$ cat src/rtl/calc_pkg.sv
// Shared types and widths for the calculator operand sequencer.
package calc_pkg;

    localparam int CALC_W           = 8;
    localparam int CALC_OP_W        = 2;
    localparam int CALC_FRAME_BYTES = 4;

    typedef enum logic [2:0] {
        S_OP   = 3'd0,
        S_A    = 3'd1,
        S_B    = 3'd2,
        S_C    = 3'd3,
        S_EXEC = 3'd4,
        S_RESP = 3'd5
    } calc_seq_state_t;

    function automatic logic is_operand_state(calc_seq_state_t s);
        return (s == S_A) || (s == S_B) || (s == S_C);
    endfunction

endpackage

$ cat src/rtl/calc_operand_sequencer_if.sv
// Byte-stream request and result response channels of the operand sequencer.
interface calc_operand_sequencer_if;
    import calc_pkg::*;

    logic              in_valid;
    logic              in_ready;
    logic [CALC_W-1:0] in_data;
    logic              out_valid;
    logic              out_ready;
    logic [CALC_W-1:0] out_r;
    logic              out_carry;

    modport slave (
        input  in_valid, in_data, out_ready,
        output in_ready, out_valid, out_r, out_carry
    );

    modport master (
        output in_valid, in_data, out_ready,
        input  in_ready, out_valid, out_r, out_carry
    );

endinterface

$ cat src/rtl/calc_seq_timer.sv
// Inter-byte timeout: down-counter reloaded on clear, expires at terminal count.
module calc_seq_timer #(
    parameter int TIMEOUT_CYCLES = 64
) (
    input  logic clk,
    input  logic rst,
    input  logic i_clear,
    input  logic i_enable,
    output logic o_expire
);
    localparam int              CW   = $clog2(TIMEOUT_CYCLES + 1);
    localparam logic [CW-1:0]   LOAD = CW'(TIMEOUT_CYCLES - 1);

    logic [CW-1:0] r_count;

    always_ff @(posedge clk or posedge rst) begin
        if (rst) begin
            r_count <= LOAD;
        end else if (i_clear) begin
            r_count <= LOAD;
        end else if (i_enable && (r_count != '0)) begin
            r_count <= r_count - 1'b1;
        end
    end

    // Expires on the TIMEOUT_CYCLES-th consecutive stalled cycle.
    assign o_expire = i_enable && !i_clear && (r_count == '0);

endmodule

$ cat src/rtl/calc_operand_sequencer.sv
// Collects op/a/b/c bytes, drives the calculator, returns its registered result.
// Optional inter-byte timeout enabled by defining CALC_SEQ_TIMEOUT_EN.
//
// state  | meaning
// S_OP   | waiting for op byte
// S_A    | waiting for operand a
// S_B    | waiting for operand b
// S_C    | waiting for operand c
// S_EXEC | operands stable, calculator settling
// S_RESP | result held until consumer accepts
module calc_operand_sequencer
    import calc_pkg::*;
#(
    parameter int TIMEOUT_CYCLES = 64
) (
    input  logic                 clk,
    input  logic                 rst,
    calc_operand_sequencer_if.slave bus,
    output logic [CALC_W-1:0]    calc_a,
    output logic [CALC_W-1:0]    calc_b,
    output logic [CALC_W-1:0]    calc_c,
    output logic [CALC_OP_W-1:0] calc_op,
    input  logic [CALC_W-1:0]    calc_r,
    input  logic                 calc_cout,
    output logic [7:0]           frames_done,
    output logic                 err_timeout
);
    calc_seq_state_t      r_state;
    logic                 r_in_ready;
    logic                 r_out_valid;
    logic [CALC_W-1:0]    r_out_r;
    logic                 r_out_carry;
    logic [CALC_W-1:0]    r_calc_a;
    logic [CALC_W-1:0]    r_calc_b;
    logic [CALC_W-1:0]    r_calc_c;
    logic [CALC_OP_W-1:0] r_calc_op;
    logic [7:0]           r_frames_done;
    logic                 r_err_timeout;

    logic w_in_xfer;
    logic w_expire;

    assign w_in_xfer = bus.in_valid && r_in_ready;

`ifdef CALC_SEQ_TIMEOUT_EN
    logic w_tmr_clear;
    logic w_tmr_enable;

    assign w_tmr_clear  = w_in_xfer || (r_state == S_OP);
    assign w_tmr_enable = is_operand_state(r_state) && !w_in_xfer;

    calc_seq_timer #(
        .TIMEOUT_CYCLES (TIMEOUT_CYCLES)
    ) u_timer (
        .clk      (clk),
        .rst      (rst),
        .i_clear  (w_tmr_clear),
        .i_enable (w_tmr_enable),
        .o_expire (w_expire)
    );
`else
    logic w_unused_timeout_cfg;
    assign w_unused_timeout_cfg = (TIMEOUT_CYCLES < 1);
    assign w_expire             = 1'b0;
`endif

    always_ff @(posedge clk or posedge rst) begin
        if (rst) begin
            r_state       <= S_OP;
            r_in_ready    <= 1'b1;
            r_out_valid   <= 1'b0;
            r_out_r       <= '0;
            r_out_carry   <= 1'b0;
            r_calc_a      <= '0;
            r_calc_b      <= '0;
            r_calc_c      <= '0;
            r_calc_op     <= '0;
            r_frames_done <= '0;
            r_err_timeout <= 1'b0;
        end else begin
            r_err_timeout <= 1'b0;
            case (r_state)
                S_OP: begin
                    if (w_in_xfer) begin
                        r_calc_op <= bus.in_data[CALC_OP_W-1:0];
                        r_state   <= S_A;
                    end
                end
                S_A, S_B, S_C: begin
                    if (w_in_xfer) begin
                        case (r_state)
                            S_A:     begin r_calc_a <= bus.in_data; r_state <= S_B; end
                            S_B:     begin r_calc_b <= bus.in_data; r_state <= S_C; end
                            default: begin
                                r_calc_c   <= bus.in_data;
                                r_state    <= S_EXEC;
                                r_in_ready <= 1'b0;
                            end
                        endcase
                    end else if (w_expire) begin
                        // Partial operands are left in place; only the frame is dropped.
                        r_state       <= S_OP;
                        r_err_timeout <= 1'b1;
                    end
                end
                S_EXEC: begin
                    r_out_r     <= calc_r;
                    r_out_carry <= calc_cout;
                    r_out_valid <= 1'b1;
                    r_state     <= S_RESP;
                end
                S_RESP: begin
                    if (bus.out_ready) begin
                        r_out_valid   <= 1'b0;
                        r_in_ready    <= 1'b1;
                        r_frames_done <= r_frames_done + 8'd1;
                        r_state       <= S_OP;
                    end
                end
                default: begin
                    r_state     <= S_OP;
                    r_in_ready  <= 1'b1;
                    r_out_valid <= 1'b0;
                end
            endcase
        end
    end

    assign bus.in_ready  = r_in_ready;
    assign bus.out_valid = r_out_valid;
    assign bus.out_r     = r_out_r;
    assign bus.out_carry = r_out_carry;
    assign calc_a        = r_calc_a;
    assign calc_b        = r_calc_b;
    assign calc_c        = r_calc_c;
    assign calc_op       = r_calc_op;
    assign frames_done   = r_frames_done;
    assign err_timeout   = r_err_timeout;

endmodule
$ cat src/flat_wrapper.sv
// flat-port wrapper written by rule: the top's interface ports become plain ports
module calc_operand_sequencer_flat import calc_pkg::*;
#(
    parameter int TIMEOUT_CYCLES = 64
)
  (clk, rst, calc_a, calc_b, calc_c, calc_op, calc_r, calc_cout, frames_done, err_timeout, bus_in_valid, bus_in_data, bus_out_ready, bus_in_ready, bus_out_valid, bus_out_r, bus_out_carry);
  calc_operand_sequencer_if bus_i ();
  input  logic clk;
  input  logic rst;
  output logic [CALC_W-1:0] calc_a;
  output logic [CALC_W-1:0] calc_b;
  output logic [CALC_W-1:0] calc_c;
  output logic [CALC_OP_W-1:0] calc_op;
  input  logic [CALC_W-1:0] calc_r;
  input  logic calc_cout;
  output logic [7:0] frames_done;
  output logic err_timeout;
  input wire logic [$bits(bus_i.in_valid)-1:0] bus_in_valid;
  input wire logic [$bits(bus_i.in_data)-1:0] bus_in_data;
  input wire logic [$bits(bus_i.out_ready)-1:0] bus_out_ready;
  output wire logic [$bits(bus_i.in_ready)-1:0] bus_in_ready;
  output wire logic [$bits(bus_i.out_valid)-1:0] bus_out_valid;
  output wire logic [$bits(bus_i.out_r)-1:0] bus_out_r;
  output wire logic [$bits(bus_i.out_carry)-1:0] bus_out_carry;
  assign bus_i.in_valid = bus_in_valid;
  assign bus_i.in_data = bus_in_data;
  assign bus_i.out_ready = bus_out_ready;
  assign bus_in_ready = bus_i.in_ready;
  assign bus_out_valid = bus_i.out_valid;
  assign bus_out_r = bus_i.out_r;
  assign bus_out_carry = bus_i.out_carry;
  calc_operand_sequencer #(.TIMEOUT_CYCLES(TIMEOUT_CYCLES)) u_core (.clk(clk), .rst(rst), .bus(bus_i), .calc_a(calc_a), .calc_b(calc_b), .calc_c(calc_c), .calc_op(calc_op), .calc_r(calc_r), .calc_cout(calc_cout), .frames_done(frames_done), .err_timeout(err_timeout));
endmodule
$ cat config.mk
export PLATFORM = sky130hd
export DESIGN_NAME = calc_operand_sequencer_flat
export DESIGN_NICKNAME = d
export VERILOG_FILES = /design/src/rtl/calc_pkg.sv /design/src/rtl/calc_operand_sequencer_if.sv /design/src/rtl/calc_seq_timer.sv /design/src/rtl/calc_operand_sequencer.sv /design/src/flat_wrapper.sv
export SDC_FILE = /design/constraint.sdc
export NUM_CORES = 1
export LEC_CHECK = 0
export ABC_AREA = 1
export CORE_ASPECT_RATIO = 0.8
export CORE_MARGIN = 2
export CORE_UTILIZATION = 48
export CTS_BUF_LIST = sky130_fd_sc_hd__clkbuf_16
export DETAILED_ROUTE_END_ITERATION = 8
export GPL_ROUTABILITY_DRIVEN = 0
export GPL_TIMING_DRIVEN = 0
export PLACE_DENSITY = 0.82
export SETUP_SLACK_MARGIN = 0.4
export SYNTH_ARGS = -nofsm -noshare
export SYNTH_HDL_FRONTEND = slang
export SYNTH_HIERARCHICAL = 1
export SYNTH_SLANG_ARGS = --single-unit
$ cat constraint.sdc
create_clock -name clk -period 2.24 [get_ports clk]
set_input_delay 0.336 -clock clk [delete_from_list [all_inputs] [get_ports clk]]
set_output_delay 0.336 -clock clk [all_outputs]
set_load 0.02 [all_outputs]
**Word level (Yosys, flattened, before mapping)**

Index checks and enable logic that the tools add are counted.

- $add $sub $neg: 1
- Eq/ne operators: 9
- Multiplexer cells: 11
- Bitwise logic cells: 3
- Reduce and logical (&&, ||, !) cells: 14

Operators with widths:

| operator | count |
|---|---|
| 3-bit one-hot mux with 4 select lines | 1 |
| 3-bit AND reduction | 4 |
| 3-bit 2-to-1 mux | 3 |
| 8-bit by 1-bit adder with 8-bit output, second input constant | 1 |
| 3-bit by 2-bit equality test with 1-bit output, second input constant | 2 |
| 3-bit equality test, second input constant | 2 |
| 1-bit one-hot mux with 3 select lines | 2 |
| 3-bit one-hot mux with 2 select lines | 1 |
| 2-bit AND reduction | 3 |
| 1-bit 2-to-1 mux | 4 |
| 2-bit by 1-bit != test with 1-bit output, second input constant | 2 |
| 2-bit != test, second input constant | 2 |
| 4-bit AND reduction | 1 |
| 2-bit OR reduction | 2 |
| 4-bit OR reduction | 1 |
| 3-bit by 1-bit equality test with 1-bit output, second input constant | 1 |
| 3-bit zero test | 1 |
| 1-bit inverter | 3 |
| 3-bit OR reduction | 1 |
| 1-bit logical AND | 1 |

- Register bits after elaboration: 48
- Word-level logic and storage cells: 48

**Depth between registers and ports, before layout**

- Depth after elaboration: 5
- Gate-level depth with buffers: 8

**Worst setup path after synthesis**

Ideal clock, no wire load.

- Kind: reg2reg
- Start: register u_core.r_in_ready, in the netlist u_core/bus.in_ready
- End: register u_core.r_calc_c[0], in the netlist u_core/calc_c[0]
- Arrival time: 1.274 ns
- Setup slack: 0.839 ns
- Stages on the path, launching flop included: 7
- Path buffers: 1
- Period minus slack after synthesis: 1.401 ns
- Cell sequence: dfstp_2 > nand2_1 > inv_1 > nand4_1 > buf_2 > nand2_1 > o21ai_0

- Cells in the longest elaborated chain, start to end: 2

RTL lines:

| what | RTL line | source |
|---|---|---|
| start, declared | calc_operand_sequencer.sv:29 | `logic r_in_ready;` |
| start signal, assigned | calc_operand_sequencer.sv:70 | `r_in_ready <= 1'b1;` |
| start signal, assigned | calc_operand_sequencer.sv:97 | `r_in_ready <= 1'b0;` |
| start signal, assigned | calc_operand_sequencer.sv:115 | `r_in_ready <= 1'b1;` |
| 1-bit logical AND | calc_operand_sequencer.sv:43 | `assign w_in_xfer = bus.in_valid && r_in_ready;` |
| 3-bit AND reduction (no source line) | -- |  |
| end signal, assigned | calc_operand_sequencer.sv:95 | `r_calc_c <= bus.in_data;` |
| end, declared | calc_operand_sequencer.sv:35 | `logic [CALC_W-1:0] r_calc_c;` |

No other way between the ends.
A chain may end at the register's enable or synchronous reset.

**Final worst setup path**

- Start: register u_core.r_in_ready, in the netlist u_core/bus.in_ready
- End: output bus_in_ready

RTL lines:

| what | RTL line | source |
|---|---|---|
| end, declared | flat_wrapper.sv:21 | `output wire logic [$bits(bus_i.in_ready)-1:0] bus_in_ready;` |

No word-level cell between the ends.

==> impl_metrics.yaml <==
status:
  status: "completed"
yosys:
  ys_seq_elements: 48
  syn_avg_cell_area_sq_um: 9.70
  ys.flop_type: "dfrtp_1"
  synth_seq_area_share_pct: 59.9
  synth_nets: 229
  async_flop_share_pct: 100
  netlist.area_leader.share_pct: 58.6
  synth-edff-count: 0
  synth.area.top_cells: "dfrtp_1, nand2_1, o21ai_0"
  ys_top_cells_by_count: "nand2_1, dfrtp_1, o21ai_0, inv_1, mux2_2"
  synth_top_area_cell: "dfrtp_1"
  synth_cells: 207
  synth_most_common_cell: "nand2_1"
  syn-cell-area_sq_mm: 0.00201
  ys_warn_count: 6
  synth.distinct_cells: 24
timing:
  clock.fmax_mhz: 567
  setup_violations: 0
  skew_ns: 0.00486
  rsz0062_at_grt: "no"
  maxSlewViolCount: 0
  timing.final.crit_share_pct: 78.7
  tns_ns: 0
  hold_violations: 0
  holdWs_ns: 0.376
  fin_crit_ns: 1.76
global_route:
  grt_pass1_wl_um: 7190
  grtUsageTotal_pct: 20.1
  grt_pass1_vias: 1544
  grt_max_degree: 29
  grt_overflow: 0
  antenna_found_initial: 0
setup_path:
  r2r-end: "u_core/calc_b[2]"
  startpoint_type: "flop"
  r2r_cells: 6
  worst-setup-path-type: "flop to output pin"
  crit_chain: "clkdlybuf4s50_1"
  cp.arrival_ns: 1.43
  cp_slowest_cell: "clkdlybuf4s50_1"
  critPathBufInv: 1
  cp_max_fo: 3
  r2r-start: "u_core/bus.in_ready"
  crit_family: "buffers and inverters"
  r2r_slack_ns: 0.65
  slowest_delay_ns: 0.61
  end_kind: "output pin"
  worstPathRequired_ns: 1.90
cells_and_area:
  area_growth_pct: 45.0
  drive_gt1_share_pct: 11.4
  finalInstanceArea_sq_mm: 0.00291
  final_cell_count_no_fill: 336
  num_antenna_cells: 0
  fill_cells: 284
  nets: 302
run:
  maxCapViolations: 0
clock_network:
  post-cts-setup-buffer-count: 0
  numClockSinks: 48
  ctsHoldBuffers: 0
  htreeDepth: 2
  cts_root_buffer: "clkbuf_16"
  cts-buffers-inserted: 5
  tritoncts: "built"
  cts-resized-gates: 0
  clk_pin_slew_ns: 0.06
  cts_buffer_depth: 2
  insertion_delay_ns: 0.29
place:
  placedInstanceArea_sq_mm: 0.00275
  place_hpwl_um: 3060
  dpl.cell_count: 328
  port_buffers: 65
die:
  dieArea_sq_mm: 0.00472
  die_h_um: 61.8
  start_util_pct: 51.4
  rows: 20
  die_w_um: 76.3
  core_sq_mm: 0.00390
  ioPinCount: 67
power_and_ir_drop:
  p_total_mw: 1.80
  ir_drop_uv: 470
  p_leak_nw: 1.37
  pwr_density_cell_mw_per_mm2: 619
routing:
  drt_iter0_drc: 77
  vias: 1616
  wl_per_cell_um: 12.9
  first_pass_iters: 4
  via_per_inst: 4.81
  final_antenna_net_count: 0
  remaining_drc_errors: 0
  drt_wl_total_um: 4330
worst_hold_path:
  hold_path.class: "input pin to async pin"
## power breakdown
| group | internal, mW | switching, mW |
|---|---|---|
| sequential | 0.875 | 0.00369 |
| combinational | 0.0556 | 0.0443 |
| clock | 0.520 | 0.302 |
| total | 1.45 | 0.350 |
## stage by stage
stage,setup slack [ns],utilization (%)
floorplan,0.761,-
global placement,-0.151,69.8
detailed placement,0.375,70.4
CTS,0.461,74.6
global route,0.435,74.6
finish,0.477,74.6
## per-layer routing
| metal | wire length, um | share of wire [%] | vias to the layer above | GRT usage, % |
|---|---|---|---|---|
| met5 | 0 | 0 | - | 0 |
| met4 | 44 | 1.0 | 0 | 6.49 |
| met3 | 326 | 7.5 | 6 | 8.24 |
| met2 | 2040 | 47 | 46 | 34.3 |
| met1 | 1920 | 44 | 757 | 24.1 |
| li1 | - | - | 807 | - |
## layout by cell type, fill, tap and decap left out, types with 4 or more instances in the layout
master and count:
buf_2 4, clkbuf_16 5, clkdlybuf4s50_1 65, dfrtp_1 47, inv_1 21, mux2_2 9
nand2_1 60, nand3_1 7, o21ai_0 32
## registers in the layout, indices dropped and copies added, names as in the netlist
signal and cells:
u_core/bus.out_r 8, u_core/calc_a 8, u_core/calc_b 8, u_core/calc_c 8, u_core/frames_done 8, u_core/r_state 3
u_core/calc_op 2, u_core/bus.in_ready 1, u_core/bus.out_carry 1, u_core/bus.out_valid 1
## how the worst max path moves through the flow
stage | from | to | cells past startpoint
6_report | u_core/bus.in_ready | bus_in_ready | 1
4_1_cts | u_core/bus.in_ready | bus_in_ready | 1
5_1_grt | u_core/bus.in_ready | bus_in_ready | 1
3_3_place_gp | rst | u_core/calc_op[0] | 2
2_1_floorplan | rst | u_core/bus.out_carry | 1
3_5_place_dp | bus_in_valid | u_core/calc_b[3] | 7
## worst reg2reg max path: stages, from the launching register on
cell	delay, ns
dfstp_2	0.54
nand2_1	0.08
inv_1	0.11
nand4_1	0.29
buf_2	0.31
nand2_1	0.08
o21ai_0	0.07
## area by class of cell
class                      instances  area, sq um  share of cell area (%)
multi-input combinational        130          679                    23.3
clock buffer                       5          125                    4.30
clock inverter                     3         38.8                    1.33
sequential                        48         1200                    41.3
timing repair buffer              66          671                    23.0
tap                               55         68.8                    2.36
buffer                             6         38.8                    1.33
inverter                          23         86.3                    2.97
## kinds of logic after synthesis
logic type	share of synthesized area (%)
fa+ha+maj	0.623
buf+inv	6.23
mux	5.05
simple gates	18.0
flops	59.9
compound gates	8.73
other cells	0.187
xor+xnor	1.31
Note: power is estimated with default switching activity, not from simulation.
